<file path="src/rtl/mem_pkg.sv">
// Shared definitions for the memory access path.
//   DATAW          core-side datapath width
//   SZ_*           request size encodings
//   state_t        controller state encoding
//   beat_count()   number of memory beats for a size at a given word width
//                  (0 means the access cannot be performed)
package mem_pkg;

  localparam int unsigned DATAW = 32;

  localparam logic [1:0] SZ_BYTE = 2'b00;
  localparam logic [1:0] SZ_HALF = 2'b01;
  localparam logic [1:0] SZ_WORD = 2'b10;

  typedef enum logic [2:0] {
    IDLE,
    WR,
    RD,
    RWAIT,
    RESP
  } state_t;

  function automatic logic [2:0] beat_count(input logic [1:0] size,
                                            input int unsigned wordsize);
    int unsigned bits;
    case (size)
      SZ_BYTE: bits = 8;
      SZ_HALF: bits = 16;
      SZ_WORD: bits = 32;
      default: bits = 0;
    endcase
    if (wordsize == 0 || bits < wordsize) return '0;
    return 3'(bits / wordsize);
  endfunction

endpackage

</file>
<file path="src/rtl/mem_access_ctrl_load_extend.sv">
// Combinational load-data extender.
//   data  raw right-aligned load data
//   size  SZ_BYTE / SZ_HALF / SZ_WORD
//   uns   1 = zero-extend, 0 = sign-extend
//   ext   extended 32-bit result
module load_extend
  import mem_pkg::*;
(
  input  logic [DATAW-1:0] data,
  input  logic [1:0]       size,
  input  logic             uns,
  output logic [DATAW-1:0] ext
);

  always_comb begin
    ext = data;
    case (size)
      SZ_BYTE: ext = {{24{~uns & data[7]}}, data[7:0]};
      SZ_HALF: ext = {{16{~uns & data[15]}}, data[15:0]};
      default: ext = data;
    endcase
  end

endmodule

</file>
<file path="src/rtl/mem_access_ctrl.sv">
// Initiator side of the memory_unit port. Accepts one load/store request,
// splits it into WORDSIZE-wide little-endian beats, reassembles load data,
// extends it and returns a one-cycle response.
//   clk, rst              clock, asynchronous active-low reset
//   req_*                 core request (valid/ready), store data right-aligned
//   rsp_valid/rdata/err   single-cycle completion, rdata held until next response
//   mem_wren/rden/addr/d  memory strobes, address and write data (registered)
//   mem_q                 memory read data, RD_LAT cycles after a read beat
module mem_access_ctrl
  import mem_pkg::*;
#(
  parameter int unsigned ADDRSIZE = 16,
  parameter int unsigned WORDSIZE = 8,
  parameter int unsigned RD_LAT   = 1
) (
  input  logic                clk,
  input  logic                rst,
  input  logic                req_valid,
  output logic                req_ready,
  input  logic                req_we,
  input  logic [1:0]          req_size,
  input  logic                req_unsigned,
  input  logic [ADDRSIZE-1:0] req_addr,
  input  logic [DATAW-1:0]    req_wdata,
  output logic                rsp_valid,
  output logic [DATAW-1:0]    rsp_rdata,
  output logic                rsp_err,
  output logic                mem_wren,
  output logic                mem_rden,
  output logic [ADDRSIZE-1:0] mem_addr,
  output logic [WORDSIZE-1:0] mem_d,
  input  logic [WORDSIZE-1:0] mem_q
);

  localparam logic [3:0] RDL   = RD_LAT[3:0];
  localparam int unsigned LANES = DATAW / WORDSIZE;

  state_t           state;
  logic [2:0]       n_r;
  logic [1:0]       size_r;
  logic             uns_r;
  logic [DATAW-1:0] wsh;
  logic [DATAW-1:0] asm_r;
  logic [2:0]       iss_cnt;
  logic [2:0]       cap_cnt;
  logic [3:0]       cyc;

  logic [2:0]       nbeat;
  logic             acc_err;
  logic             cap_now;
  logic             last_cap;
  logic [DATAW-1:0] asm_nxt;
  logic [DATAW-1:0] ext_data;

  assign req_ready = (state == IDLE);

  // Beat counts are 1, 2 or 4, so alignment only looks at the low two bits.
  always_comb begin
    nbeat   = beat_count(req_size, WORDSIZE);
    acc_err = (nbeat == 3'd0) ||
              ((req_addr[1:0] & (nbeat[1:0] - 2'd1)) != 2'b00);
  end

  // Captures are back-to-back, so the beat landing in cycle c is always
  // cap_cnt once c has passed the read latency.
  always_comb begin
    cap_now  = ((state == RD) || (state == RWAIT)) && (cyc > RDL);
    last_cap = cap_now && (cap_cnt == n_r - 3'd1);
    asm_nxt  = asm_r;
    if (cap_now) begin
      for (int unsigned i = 0; i < LANES; i++) begin
        if (cap_cnt == i[2:0]) asm_nxt[i*WORDSIZE +: WORDSIZE] = mem_q;
      end
    end
  end

  load_extend u_ext (
    .data (asm_nxt),
    .size (size_r),
    .uns  (uns_r),
    .ext  (ext_data)
  );

  always_ff @(posedge clk or negedge rst) begin
    if (!rst) begin
      state     <= IDLE;
      n_r       <= '0;
      size_r    <= '0;
      uns_r     <= 1'b0;
      wsh       <= '0;
      asm_r     <= '0;
      iss_cnt   <= '0;
      cap_cnt   <= '0;
      cyc       <= '0;
      rsp_valid <= 1'b0;
      rsp_rdata <= '0;
      rsp_err   <= 1'b0;
      mem_wren  <= 1'b0;
      mem_rden  <= 1'b0;
      mem_addr  <= '0;
      mem_d     <= '0;
    end else begin
      case (state)
        IDLE: begin
          if (req_valid) begin
            n_r     <= nbeat;
            size_r  <= req_size;
            uns_r   <= req_unsigned;
            iss_cnt <= '0;
            cap_cnt <= '0;
            cyc     <= 4'd1;
            asm_r   <= '0;
            if (acc_err) begin
              state     <= RESP;
              rsp_valid <= 1'b1;
              rsp_err   <= 1'b1;
              rsp_rdata <= '0;
            end else if (req_we) begin
              state    <= WR;
              mem_wren <= 1'b1;
              mem_addr <= req_addr;
              mem_d    <= req_wdata[WORDSIZE-1:0];
              wsh      <= req_wdata >> WORDSIZE;
            end else begin
              state    <= RD;
              mem_rden <= 1'b1;
              mem_addr <= req_addr;
            end
          end
        end
        WR: begin
          if (iss_cnt == n_r - 3'd1) begin
            mem_wren  <= 1'b0;
            state     <= RESP;
            rsp_valid <= 1'b1;
            rsp_err   <= 1'b0;
            rsp_rdata <= '0;
          end else begin
            iss_cnt  <= iss_cnt + 3'd1;
            mem_addr <= mem_addr + ADDRSIZE'(1);
            mem_d    <= wsh[WORDSIZE-1:0];
            wsh      <= wsh >> WORDSIZE;
          end
        end
        RD, RWAIT: begin
          cyc <= cyc + 4'd1;
          if (cap_now) begin
            asm_r   <= asm_nxt;
            cap_cnt <= cap_cnt + 3'd1;
          end
          if (state == RD) begin
            if (iss_cnt == n_r - 3'd1) begin
              mem_rden <= 1'b0;
              state    <= RWAIT;
            end else begin
              iss_cnt  <= iss_cnt + 3'd1;
              mem_addr <= mem_addr + ADDRSIZE'(1);
            end
          end
          // With zero read latency the last capture coincides with the last
          // issue, so this overrides the RWAIT transition above.
          if (last_cap) begin
            mem_rden  <= 1'b0;
            state     <= RESP;
            rsp_valid <= 1'b1;
            rsp_err   <= 1'b0;
            rsp_rdata <= ext_data;
          end
        end
        RESP: begin
          rsp_valid <= 1'b0;
          state     <= IDLE;
        end
        default: state <= IDLE;
      endcase
    end
  end

endmodule

</file>
<file path="config.mk">
export PLATFORM = sky130hd
export DESIGN_NAME = mem_access_ctrl
export DESIGN_NICKNAME = d
export VERILOG_FILES = /design/src/rtl/mem_pkg.sv /design/src/rtl/mem_access_ctrl_load_extend.sv /design/src/rtl/mem_access_ctrl.sv
export SDC_FILE = /design/constraint.sdc
export NUM_CORES = 1
export LEC_CHECK = 0
export ABC_AREA = 1
export CAP_MARGIN = 20
export CORE_MARGIN = 1
export CORE_UTILIZATION = 45
export CTS_BUF_LIST = sky130_fd_sc_hd__clkbuf_2 sky130_fd_sc_hd__clkbuf_4 sky130_fd_sc_hd__clkbuf_8
export CTS_CLUSTER_DIAMETER = 30
export DETAILED_ROUTE_END_ITERATION = 8
export GPL_ROUTABILITY_DRIVEN = 0
export PLACE_DENSITY_LB_ADDON = 0.08
export SLEW_MARGIN = 30
export SYNTH_ARGS = -nofsm -noshare
export SYNTH_HDL_FRONTEND = slang
export SYNTH_HIERARCHICAL = 1
export SYNTH_SLANG_ARGS = --single-unit
</file>
<file path="constraint.sdc">
create_clock -name clk -period 3 [get_ports clk]
set_input_delay 0.3 -clock clk [delete_from_list [all_inputs] [get_ports clk]]
set_output_delay 0.3 -clock clk [all_outputs]
set_load 0.01 [all_outputs]
</file>
Yosys cells after proc, flatten, opt, wreduce, memory -nomap -nowiden:

Cells that the tools add are included.
W data, S select, Z words.

* bits in registers: 143
* input port bits: 63
* output and inout port bits: 61
* logic and storage cells: 145

* add/subtract/negate cells: 6
* $lt $le $gt $ge: 2
* equal/unequal tests: 24
* mux-type cells: 67
* bitwise operators: 4
* reduce and logical (&&, ||, !) cells: 26

Operator list (number)
* $mux W32: 11
* $pmux W32 S2: 3
* $pmux W32 S3: 1
* $mux W16: 4
* $mux W8: 8
* $pmux W16 S3: 1
* $mux W3: 12
* $lt A32 B4 Y1 const B: 1
* $reduce_and A5 Y1: 4
* $pmux W3 S3: 2
* $pmux W6 S3: 1
* $add A16 B1 Y16 const B: 1
* $ne A2 B2 Y1 const B: 8
* $pmux W8 S2: 1
* $mux W1: 15
* $eq A3 B2 Y1 const B: 4
* $logic_not A3 Y1: 3
* $pmux W4 S2: 1
* $reduce_and A4 Y1: 2
* $add A3 B1 Y3 const B: 2
* $eq A3 B1 Y1 const B: 2
* $eq A3 B3 Y1: 2
* $ne A3 B3 Y1 const B: 2
* $pmux W3 S2: 1
* 26 further kinds: 37

Longest topological paths before layout:

Gate-level depths: netlist of run 1.

* depth in word-level cells: 12
* depth in mapped cells: 17
* mapped depth without buffers: 14

Cells and area by module:

Netlist of run 1, hierarchy kept.

By module, submodules not included
* mem_access_ctrl: instances 1, cells each 997, area each 7253.2 sq um, sequential area each 3378.2 sq um
* load_extend: instances 1, cells each 71, area each 404.1 sq um, sequential area each 0.0 sq um

Worst setup path before layout of run 1:

OpenSTA, ideal clock, no wires.

* path kind: reg2reg
* start: register cyc[0]
* end: register rsp_rdata[8]
* library setup time: 0.083 ns
* arrival time: 2.107 ns
* required time: 2.917 ns
* path slack: 0.810 ns
* stages on the path, launching flop included: 17
* path buffers: 3
* clock period less this slack: 2.190 ns
* path through: dfrtp_1 inv_1 ha_1 inv_1 nand2_1 a21oi_4 buf_2 clkbuf_1 o21ai_0 inv_1 inv_1 nor2_1 nand2_2 buf_6 nand2_1 nand2_1 o21ai_0

* word-level cells in the longest chain between the ends: 7
* elaborated cells between the ends (all ways): 10
* those cells by class: 1 x order compare; 1 x eq/ne; 4 x mux; 1 x bitwise; 3 x reduce/logical

Ends and longest elaborated chain
* from (decl): line mem_access_ctrl.sv:46 `logic [3:0] cyc;`
* from (signal assigned): line mem_access_ctrl.sv:146 `cyc <= cyc + 4'd1;`
* $gt A4 B1 Y1: line mem_access_ctrl.sv:67 `cap_now = ((state == RD) || (state == RWAIT)) && (cyc > RDL);`
* $logic_and A1 B1 Y1: line mem_access_ctrl.sv:67
* $mux W32: line mem_access_ctrl.sv:70 `if (cap_now) begin`
* named net asm_nxt[7]: line mem_access_ctrl.sv:52 `logic [DATAW-1:0] asm_nxt;`
* $and A1 B1 Y1: line mem_access_ctrl_load_extend.sv:18 `SZ_BYTE: ext = {{24{~uns & data[7]}}, data[7:0]};`
* $pmux W32 S2: line mem_access_ctrl_load_extend.sv:17 `case (size)`
* named net ext_data[8]: line mem_access_ctrl.sv:53 `logic [DATAW-1:0] ext_data;`
* $mux W32: line mem_access_ctrl.sv:162 `if (last_cap) begin`
* $pmux W32 S3: line mem_access_ctrl.sv:103 `case (state)`
* to (signal assigned): line mem_access_ctrl.sv:167 `rsp_rdata <= ext_data;`
* to (decl): line mem_access_ctrl.sv:26 `output logic [DATAW-1:0] rsp_rdata,`

The timed path passes the listed nets, and every way through them passes these cells. The select of a mux whose other input is x is not followed.
A chain may end at the register's enable or synchronous reset.

Worst setup path in the final report of run 1:

* start: register cap_cnt[0]
* end: register rsp_rdata[23]

* word-level cells in the longest chain between the ends: 7
* elaborated cells between the ends (all ways): 16
* those cells by class: 4 x eq/ne; 7 x mux; 2 x bitwise; 3 x reduce/logical

Ends and longest elaborated chain
* from (decl): line mem_access_ctrl.sv:45 `logic [2:0] cap_cnt;`
* from (signal assigned): line mem_access_ctrl.sv:149 `cap_cnt <= cap_cnt + 3'd1;`
* $logic_not A3 Y1: line mem_access_ctrl.sv:72 `if (cap_cnt == i[2:0]) asm_nxt[i*WORDSIZE +: WORDSIZE] = mem_q;`
* $mux W8: line mem_access_ctrl.sv:72
* $mux W32: line mem_access_ctrl.sv:70
* named net asm_nxt[7]: line mem_access_ctrl.sv:52
* $and A1 B1 Y1: line mem_access_ctrl_load_extend.sv:18
* $pmux W32 S2: line mem_access_ctrl_load_extend.sv:17
* named net ext_data[23]: line mem_access_ctrl.sv:53
* $mux W32: line mem_access_ctrl.sv:162
* $pmux W32 S3: line mem_access_ctrl.sv:103

The timed path passes the listed nets, and every way through them passes these cells. The select of a mux whose other input is x is not followed.

==> metrics list, run 1 <==
* Data required time of the critical path: 3320 ps
* Max-cap violations: 0
- In this run the vertical extent of the chip is 132 um.
* Half-perimeter wire length after placement: 12,600 um
- Post-CTS repair timing setup buffer count: 0
* Cts bufs inserted: 17
* Crit path max-delay cell type: dfrtp_1
- Kind of cell adding the most delay to the critical path: simple AND/OR/NAND/NOR gates
* Antenna cell count: 0
* Setup repair after global routing missed its margin: no
- Netlist Area Pre-Place: 7660 um^2
- Sequential element share of the synthesized area: 0.441
- Entering global routing, the biggest net connects 68 pins.
- The setup check on the worst reg-to-reg path leaves a slack of 600 ps.
- Wire length of the first global-routing pass: 30,900 um
* Initial antenna violation count: 0
* Slew at the pin closest to its max-slew limit: 711 ps
* Clock tree from TritonCTS: done
- Final period utilization: 0.800
* Post-synthesis net count: 1,142
* I/O Pins: 124
* Final worst slack: 599 ps
- Clock-pin slew was measured on the worst setup and hold paths at 70 ps.
- The top cell types in the final layout, fill and taps aside, are nand2_1 (429), dfrtp_1 (135), clkdlybuf4s50_1 (122), inv_1 (107), o21ai_0 (103).
- The tree is rooted in a clkbuf_8.
- Starting density of the core: 0.462
* Unique masters post-synth: 33
- Flops & latches, synth: 135
* Number of clock sinks: 135
- Synth-to-Final Area Change: 21.6%
* Cell Count, Final, Fillers Out: 1,396
* Category of the worst setup path capture point: flip-flop
* Cell breakdown of the critical path: inv_1, ha_1, nand2_1, o21ai_0, nand2_1, o21ai_0, inv_1, inv_1, nor2_1, nand2_2, nand3_1, nand2_1, o21ai_1
- Final clock skew: 8.63 ps
- Number of slew-limit violations in the final report: 0
- Placeable Area: 16,600 um^2
- Overall overflow remaining after global route: 0
* Post-synthesis cell count: 1,068
* Drt initial violations: 358
- Clock latency on the worst-skew pair, taken at its later pin, is 440 ps.
- Worst stage delay on the critical path: 420 ps
- Peak VDD IR: 0.000511 V
* Vias per std cell: 4.96
- The analysis attributes to cell leakage a power of 0.00476 uW.
* Startpoint of the worst register-to-register path: cap_cnt[0]
- A synthesized cell averages 7.17 um^2.
* Detailed-route via count: 6,924
- Run status: finished, final reports clean
- Number of endpoints with negative hold slack in the final report: 0
- Highest clock rate: 0.416 GHz
* Buffers on Ports: 123
* Aggregate routed wire length: 18,300 um
- Drt wl/cell: 13.1 um
- The number of placed instances, taps included, is 1,364.
- During synthesis, Yosys emitted a total of 6 warnings.
* Die footprint: 17,500 um^2
* Number of levels the H-tree was split into: 4
- Slew HR: 0.524
* Number of fill cells: 1,670
- Worst-path fanout max: 24
* Commonest non-fill, non-tap cell in the layout: nand2_1
* Crit path launch: cap_cnt[0]
- In this run the remaining antenna-violating nets after routing total 0.
- The number of global-route vias before repair is 6,362.
- End-of-flow core utilization: 0.562
- Global routing usage summed across all routing layers: 0.221
* Element type at the critical path start: flip-flop
* Bufs on Longest Clock Path: 2
* Share of layout cells above drive strength 1: 0.0714
- Synth area leader: dfrtp_1
- The critical path contains buffers and inverters numbering 3 combined.
* Arrival time at the worst endpoint: 2720 ps
* First-pass DRT Iterations: 5
- Fraction of synthesized cell area taken by the top area cell type: 0.441
- Count of final setup violators: 0
* Largest cells by area after synthesis: dfrtp_1 (44%), nand2_1 (21%), o21ai_0 (6.7%)
- The tightest min-delay check is of the input port to async pin type.
- After routing, the total negative slack on setup checks comes to 0 ps.
- Number of nets at the end of the flow: 1,238
- In the routed design, unresolved DRC markers number 0.
- For the finished layout, the period the worst path requires is 2400 ps.
- For this design the ratio of total power to cell area is 1060 nW/um^2.
* FP Rows: 47
- At the placement stage, the worst setup path has a slack of 594 ps.
* Worst setup path category: flip-flop to flip-flop
- From left edge to right edge, the die measures 132 um.
==> logic make-up after synthesis <==
| group | synth area share |
|---|---|
| AO/OA/AOI/OAI | 0.128 |
| adder cells (fa/ha/maj) | 0.0180 |
| XOR/XNOR | 0.00572 |
| flip-flops | 0.441 |
| AND/OR/NAND/NOR | 0.304 |
| buffers and inverters | 0.103 |
==> final cells by class <==
type | instances | area (um^2) | share of cell area
flip-flops and latches | 135 | 3380 | 0.363
repair buffers | 138 | 1370 | 0.147
multi-input cells | 756 | 3490 | 0.375
clock buffers | 28 | 348 | 0.0374
inverters | 116 | 435 | 0.0468
clock inverters | 3 | 15.0 | 0.00161
well taps | 220 | 275 | 0.0296
==> repair_timing <==
item                      4_1_cts  5_1_grt
resized for setup               0        0
hold endpoints to repair       56        0
hold buffers                    1        0
==> metal layers <==
metal / vias to the layer above / GRT usage / share of wire
li1: 3582 / - / -
met1: 3167 / 0.300 / 0.47
met2: 158 / 0.357 / 0.47
met3: 17 / 0.0441 / 0.047
met4: 0 / 0.0651 / 0.013
met5: - / 0 / 0
==> cell usage after synthesis <==
master,count
nand3b_1,2
nand4_1,5
nor2_1,21
a21boi_0,1
a21oi_4,1
buf_4,12
ha_1,11
or2_2,4
nor2_4,5
o21ai_1,31
nand2_4,1
o22ai_1,35
clkbuf_1,22
and2_1,1
buf_6,8
inv_1,108
nand2_1,429
nor3_1,2
buf_1,2
nand3_2,4
nor2_2,2
o21ai_0,103
xnor2_1,3
clkinv_1,1
dfrtp_1,135
nand2_2,8
o21bai_1,1
nand3_1,76
xor2_1,2
buf_2,17
o21ai_2,5
a21oi_1,3
inv_2,7
==> power by group <==
group          leakage (uW)  internal, uW  switching (uW)
Combinational       0.00280          2090            3270
Clock              0.000198           730             672
Sequential          0.00177          2590             558
Total               0.00476          5400            4500
==> sequential cells by signal, indices dropped and copies added (netlist names), 2 cells and up <==
signal and flops:
asm_r 32, rsp_rdata 32, wsh 24, mem_addr 16, mem_d 8, cyc 4
cap_cnt 3, iss_cnt 3, n_r 3, state 3, size_r 2
==> per-stage QoR <==
| stage | area [um^2] | hold WS [ps] | power (uW) |
|---|---|---|---|
| floorplan | 7660 | 4.41 | 6980 |
| global placement | 8940 | 316 | 8490 |
| detailed placement | 8940 | 315 | 8580 |
| CTS | 9310 | 390 | 10000 |
| global route | 9310 | 412 | 10900 |
| finish | 9310 | 404 | 9900 |
==> path summary, 6_finish.rpt <==
kind                       cells past startpoint            end
max                                           13  rsp_rdata[23]
min                                            2  rsp_rdata[13]
max reg2reg                                   13  rsp_rdata[23]
min reg2reg                                    2        wsh[12]
max in group asynchronous                      3       mem_d[2]
min in group clk                               3        wsh[22]
Note: power is estimated with default switching activity, not from simulation.
==> inputs of run 2 (changes only) <==
==> constraint.sdc (replaced) <==
create_clock -name clk -period 2.3 [get_ports clk]
set_input_delay 0.23 -clock clk [delete_from_list [all_inputs] [get_ports clk]]
set_output_delay 0.23 -clock clk [all_outputs]
set_load 0.01 [all_outputs]
==> run 2 against run 1 <==
Die area stayed put. Total power grew 37%. Critical path depth is 1 higher. Critical endpoint is now rsp_rdata[31]. Sequential share of layout area shrank 0.87 points. Clock-buffer cell count decreased by 5. Combinational power is 38% higher. Final cell count rose by 1.0%. Largest cell class unchanged.
==> metrics list, run 2 (synthesized netlist as in run 1, its figures left out) <==
* Placeable Area: 16,600 um^2 (unchanged)
- First-pass DRT Iterations: 5 (unchanged)
* Vias per std cell: 4.97 (+0.29%)
- Drt wl/cell: 13.4 um (+2.2%)
- The number of I/O port buffers came to 123 (unchanged).
* Final non-filler cell area: 9540 um^2 (+2.5%)
- Cell breakdown of the critical path: inv_1, ha_1, inv_1, nand2_1, a21oi_2, nand2_1, o21ai_0, inv_1, nand2_2, inv_2, nand2_4, nand3_1, nand2_1, o21ai_2
* Shortest period the worst path allows: 2110 ps (-293 ps)
* Leakage dissipation: 0.00488 uW (+2.4%)
- Hold Path Class: input port to async pin
- Count of placed standard cells including taps: 1,373 (+0.66%)
* Slew HR: 0.674 (+0.150)
- Detailed-route via count: 7,014 (+1.3%)
- Global routing usage summed across all routing layers: 0.224 (+0.00299)
* Overall overflow remaining after global route: 0 (unchanged)
- Category of the worst setup path capture point: flip-flop
- Data required time of the critical path: 2630 ps (-690 ps)
- Arrival time at the worst endpoint: 2430 ps (-290 ps)
- The clock transition at the registers of the reported paths was 70 ps (about the same).
- DP Area: 9060 um^2 (+1.3%)
- Startpoint of the worst register-to-register path: cyc[0]
- The setup clock skew after layout was 10.6 ps (+1.94 ps).
- Commonest non-fill, non-tap cell in the layout: nand2_1
- Final Power: 13,600 uW (+37%)
- The worst-case setup slack after placement is 125 ps (-469 ps).
- The number of antenna diodes was 0 (unchanged).
* Largest net degree at the start of global routing: 85 (+25%)
- Commonest cells after routing, fill and taps aside: nand2_1 (428), dfrtp_1 (135), clkdlybuf4s50_1 (122), inv_1 (108), o21ai_0 (101)
- The routed wire length is 18,900 um (+3.2%).
- The die area is 17,500 um^2 (unchanged).
- I/O Pins: 124 (unchanged)
- The maximum clock insertion buffer count came to 2 (unchanged).
- The number of buffers inserted during clock tree synthesis is 17 (unchanged).
- X dimension of the die: 132 um (unchanged)
- The worst setup path is launched from a flip-flop.
* # DRC: 0 (unchanged)
* Number of fill cells: 1,600 (-4.2%)
- The number of nets at the end of the flow is 1,251 (+1.1%).
* Half-perimeter wire length after placement: 12,700 um (+1.2%)
* Synth-to-Final Area Change: 24.6%
* End-of-flow core utilization: 0.575 (+0.0138)
- The delay of the slowest cell on the worst path was 430 ps (about the same).
* Wire length of the first global-routing pass: 31,700 um (+2.3%)
* Run status: finished, final reports clean
* Peak VDD IR: 0.000792 V (+55%)
- The final hold violation count is 0 (unchanged).
- In the final layout, the registers with the most flip-flops are asm_r: 32 flops, rsp_rdata: 32 flops, wsh: 24 flops.
- Setup repair after global routing could not meet its margin everywhere.
- Share of layout cells above drive strength 1: 0.0832 (+0.0118)
- The initial antenna violation count came to 0 (unchanged).
- The share of the clock period used by the worst path after layout was 0.916 (+0.116).
- Die extent in y: 132 um (unchanged)
- TritonCTS built the clock tree.
- The slowest stage of the critical path is the dfrtp_1 cell.
- The clock insertion delay at the later pin of the skew report is 440 ps (about the same).
* Post-route antenna net violation count: 0 (unchanged)
- Number of clock sinks: 135 (unchanged)
* Crit path launch: cyc[0]
- Max-cap violations: 0 (unchanged)
- The level count of the clock H-tree came to 4 (unchanged).
* Number of slew-limit violations in the final report: 0 (unchanged)
- Highest clock rate: 0.474 GHz (+14%)
- Starting density of the core: 0.462 (unchanged)
* Root buf cell: clkbuf_8
- The power density over the cells came to 1420 nW/um^2 (+34%).
- Drt initial violations: 396 (+11%)
* FP Rows: 47 (unchanged)
- Cell Count, Final, Fillers Out: 1,410 (+1.0%)
* Worst setup path category: flip-flop to flip-flop
- The critical-path maximum fanout is 16 (-33%).
- The number of global-route vias before repair is 6,421 (+0.93%).
- Final worst slack: 192 ps (-407 ps)
- The pin slew with the least headroom to its limit was 488 ps (-223 ps).
- The final count of negative-setup-slack endpoints is 0 (unchanged).
## run 2: cell count changes in the layout (fill, tap and decap cells not counted), sizes merged
cell,previous run,this run
clkinvlp,0,1
clkinv,4,6
nand2,438,439
buf,15,26
bufinv,0,3
clkbuf,28,23
a21oi,4,5
## run 2: where the power goes
part           switching (uW)  leakage [uW]  total, uW  internal, uW
logic                    4440       0.00289       7400          2960
registers                 727       0.00177       4100          3370
clock network             903      0.000220       2090          1190
## run 2: area by class of cell
class	instances	area, um^2	area share
Multi-Input combinational cell	758	3520	0.369
Sequential cell	135	3380	0.354
Timing Repair Buffer	149	1510	0.158
Inverter	116	435	0.0456
Clock buffer	23	298	0.0312
Tap cell	220	275	0.0288
Clock inverter	9	123	0.0129
## run 2: per-layer routing
metal,wire (um),global-route usage,share of wire
met4,231,0.0626,0.012
met1,9220,0.315,0.49
met5,0,0,0
met2,8650,0.352,0.46
met3,807,0.0418,0.043
## run 2: final timing paths
check                           endpoint  slack, ps  depth (start not counted)
min in group clk                 wsh[19]        350                          3
setup / recovery           rsp_rdata[31]        190                         14
setup reg to reg           rsp_rdata[31]        190                         14
max in group asynchronous      rsp_valid       1530                          3
hold reg to reg                   wsh[1]        470                          2
hold / removal              rsp_rdata[7]        330                          3
## run 2: repair_timing
item                                    CTS  global route
buffers inserted                          0             2
hold buffers                              1             0
endpoints found under the setup margin    0            24
endpoints found under the hold margin   135             0
resized for setup                         0             8
## run 2: per-stage QoR
step	TNS [ps]	hold slack, ps
2_1_floorplan	0	-65.6
3_3_place_gp	0	231
3_5_place_dp	0	227
4_1_cts	0	321
5_1_grt	-4.89	337
6_report	0	329
## run 2: worst max-delay path: cells and delay by family (launching register included)
kind | cells | cell delay, ps
and+or+nand+nor | 6 | 640
AOI/OAI and AO/OA | 3 | 450
DFF | 1 | 430
buffers and inverters | 4 | 270
adders and majority gates | 1 | 190
==> inputs of run 3 (changes only) <==
--- a/config.mk
+++ b/config.mk
@@ -13,7 +13,9 @@
 export CTS_CLUSTER_DIAMETER = 30
 export DETAILED_ROUTE_END_ITERATION = 8
 export GPL_ROUTABILITY_DRIVEN = 0
+export GPL_TIMING_DRIVEN = 0
 export PLACE_DENSITY_LB_ADDON = 0.08
+export REMOVE_ABC_BUFFERS = 1
 export SLEW_MARGIN = 30
 export SYNTH_ARGS = -nofsm -noshare
 export SYNTH_HDL_FRONTEND = slang
==> run 3 against run 2 <==
Sequential cell count unchanged. Wire length increased by 4.5%. Hold slack got worse by 21 ps. Final area increased by 1.6%. Register-to-register slack got worse by 40 ps. Sequential power increased by 1%. Final cell count unchanged. Clock-buffer cell count unchanged. Die area unchanged. Critical path type unchanged.
==> metrics list, run 3 (synthesized netlist as in run 1, its figures left out) <==
* I/O Pins: 124 (unchanged)
* Slew HR: 0.449 (-0.226)
- The final antenna-violating net count came to 0 (unchanged).
- The clock transition at the registers of the reported paths is 80 ps (about the same).
- Power density over cell area: 1460 nW/um^2 (+2.6%)
- The ratio of routed vias to standard cells came to 4.95 (-0.51%).
* Drt wl/cell: 14.0 um (+4.5%)
- Wire length of the first global-routing pass: 32,000 um (+1.0%)
* Detailed-route via count: 6,978 (-0.51%)
- Number of clock sinks: 135 (unchanged)
- Commonest cells after routing, fill and taps aside: nand2_1 (426), dfrtp_1 (134), clkdlybuf4s50_1 (122), inv_1 (103), o21ai_0 (98)
- The DRC violation total after the first TritonRoute iteration is 551 (+39%).
- The leakage power of the design came to 0.00491 uW (+0.72%).
- Highest clock rate: 0.466 GHz (-1.7%)
- Worst slack after detailed placement: -989 ps (-1110 ps)
- Placeable Area: 16,600 um^2 (unchanged)
* Max-cap violations: 0 (unchanged)
* Slew at the pin closest to its max-slew limit: 825 ps (+337 ps)
* Shortest period the worst path allows: 2140 ps (+36.3 ps)
- Global routing usage summed across all routing layers: 0.230 (+0.00605)
- The worst setup path is of the flip-flop to flip-flop kind.
* X dimension of the die: 132 um (unchanged)
* Cts bufs inserted: 17 (unchanged)
- The share of the clock period used by the worst path after layout came to 0.932 (+0.0158).
- The DRC violations left is 0 (unchanged).
- The routed wire length is 19,800 um (+4.5%).
- The final hold violation count came to 0 (unchanged).
- Top Registers: asm_r: 32 flops, rsp_rdata: 32 flops, wsh: 24 flops
* Data required time of the critical path: 2640 ps (about the same)
- Count of final setup violators: 0 (unchanged)
* Synth-to-Final Area Change: 26.6%
- The run finished with clean final reports.
* Root buf cell: clkbuf_8
- Number of levels the H-tree was split into: 4 (unchanged)
- Later-pin clock latency in the skew report: 460 ps (+20 ps)
* Half-perimeter wire length after placement: 11,500 um (-9.8%)
- Hold Path Class: input port to async pin
- The number of I/O port buffers is 123 (unchanged).
- Die extent in y: 132 um (unchanged)
- Number of nets at the end of the flow: 1,251 (unchanged)
- The arrival time at the worst endpoint was 2490 ps (+60 ps).
* Largest net degree at the start of global routing: 69 (-19%)
- The worst setup path is captured at a flip-flop.
- FP Rows: 47 (unchanged)
- Die footprint: 17,500 um^2 (unchanged)
* Initial antenna violation count: 0 (unchanged)
* Number of slew-limit violations in the final report: 0 (unchanged)
- Bufs on Longest Clock Path: 2 (unchanged)
- Final worst slack: 156 ps (-36.3 ps)
* Overall overflow remaining after global route: 0 (unchanged)
* Clock tree from TritonCTS: done
- Element type at the critical path start: flip-flop
* Worst-path fanout max: 27 (+11)
- The fraction of final layout cells with drive strength greater than 1 was 0.0941 (+0.0109).
- The starting utilization of the core area is 0.462 (unchanged).
- The number of global-route vias before repair is 6,317 (-1.6%).
- The logic depth of the worst register-to-register path is 9 (-5).
- Peak VDD IR: 0.000719 V (-9.2%)
* Worst Hold Slack: 308 ps (-21.0 ps)
- The number of antenna diodes came to 0 (unchanged).
- The number of search-and-repair iterations in the first detailed-routing pass came to 5 (unchanged).
* Commonest non-fill, non-tap cell in the layout: nand2_1
- Final clock skew: 8.35 ps (-2.21 ps)
run 3: cell types whose count changed in the layout (fill, tap and decap cells not counted), moves of 3 or more:
cell	change
buf_4	-8
o21ai_0	-3
inv_1	-5
nand2_4	+5
nand3_4	+5
run 3: power breakdown:
| group | total, uW | internal [uW] | switching (uW) | leakage [uW] |
|---|---|---|---|---|
| Combinational | 7890 | 3140 | 4750 | 0.00293 |
| Clock | 2120 | 1190 | 937 | 0.000220 |
| Sequential | 4150 | 3370 | 776 | 0.00177 |
| Total | 14200 | 7690 | 6470 | 0.00491 |
run 3: repair_timing:
action | CTS | global route
hold buffers | 1 | 0
buffers inserted | 4 | 10
setup endpoints to repair | 67 | 82
endpoints found under the hold margin | 67 | 0
resized for setup | 18 | 17
pin swaps | 6 | 9
gates cloned | 7 | 3
run 3: worst max-delay path: stages (launching register included):
cell and delay [ps]:
dfrtp_1 480, inv_2 70, nand2_2 110, inv_2 70
nand2_1 120, inv_2 110, nor2_4 660, nand2_8 210
nand2_1 100, o21ai_1 60
run 3: stage by stage:
stage	instance area [um^2]	utilization	instances	total power, uW	TNS (ps)
floorplan	7300	-	1007	8470	-40100
global placement	8810	0.531	1350	10800	-783640
detailed placement	8910	0.537	1354	11000	-48500
CTS	9510	0.573	1397	13700	0
global route	9690	0.585	1410	15400	-60.3
finish	9690	0.585	1410	14200	0
run 3: path summary, 6_finish.rpt:
check / start / to / slack (ps)
max: state[0] / wsh[16] / 160
min: rst / rsp_rdata[28] / 310
max reg2reg: state[0] / wsh[16] / 160
min reg2reg: wsh[9] / wsh[9] / 480
max in group asynchronous: rst / asm_r[10] / 1270
min in group clk: req_unsigned / uns_r / 310
run 3: cell type report:
class	count	area, um^2
clock buffer	23	298
multi-input combinational	764	3680
timing repair buffer	143	1490
inverter	116	448
clock inverter	9	123
sequential	135	3380
tap	220	275
fill	1592	6890
run 3: layer usage:
metal,track usage,wire length [um]
met5,0,0
met4,0.0626,205
met3,0.0548,824
met2,0.352,9090
met1,0.325,9640
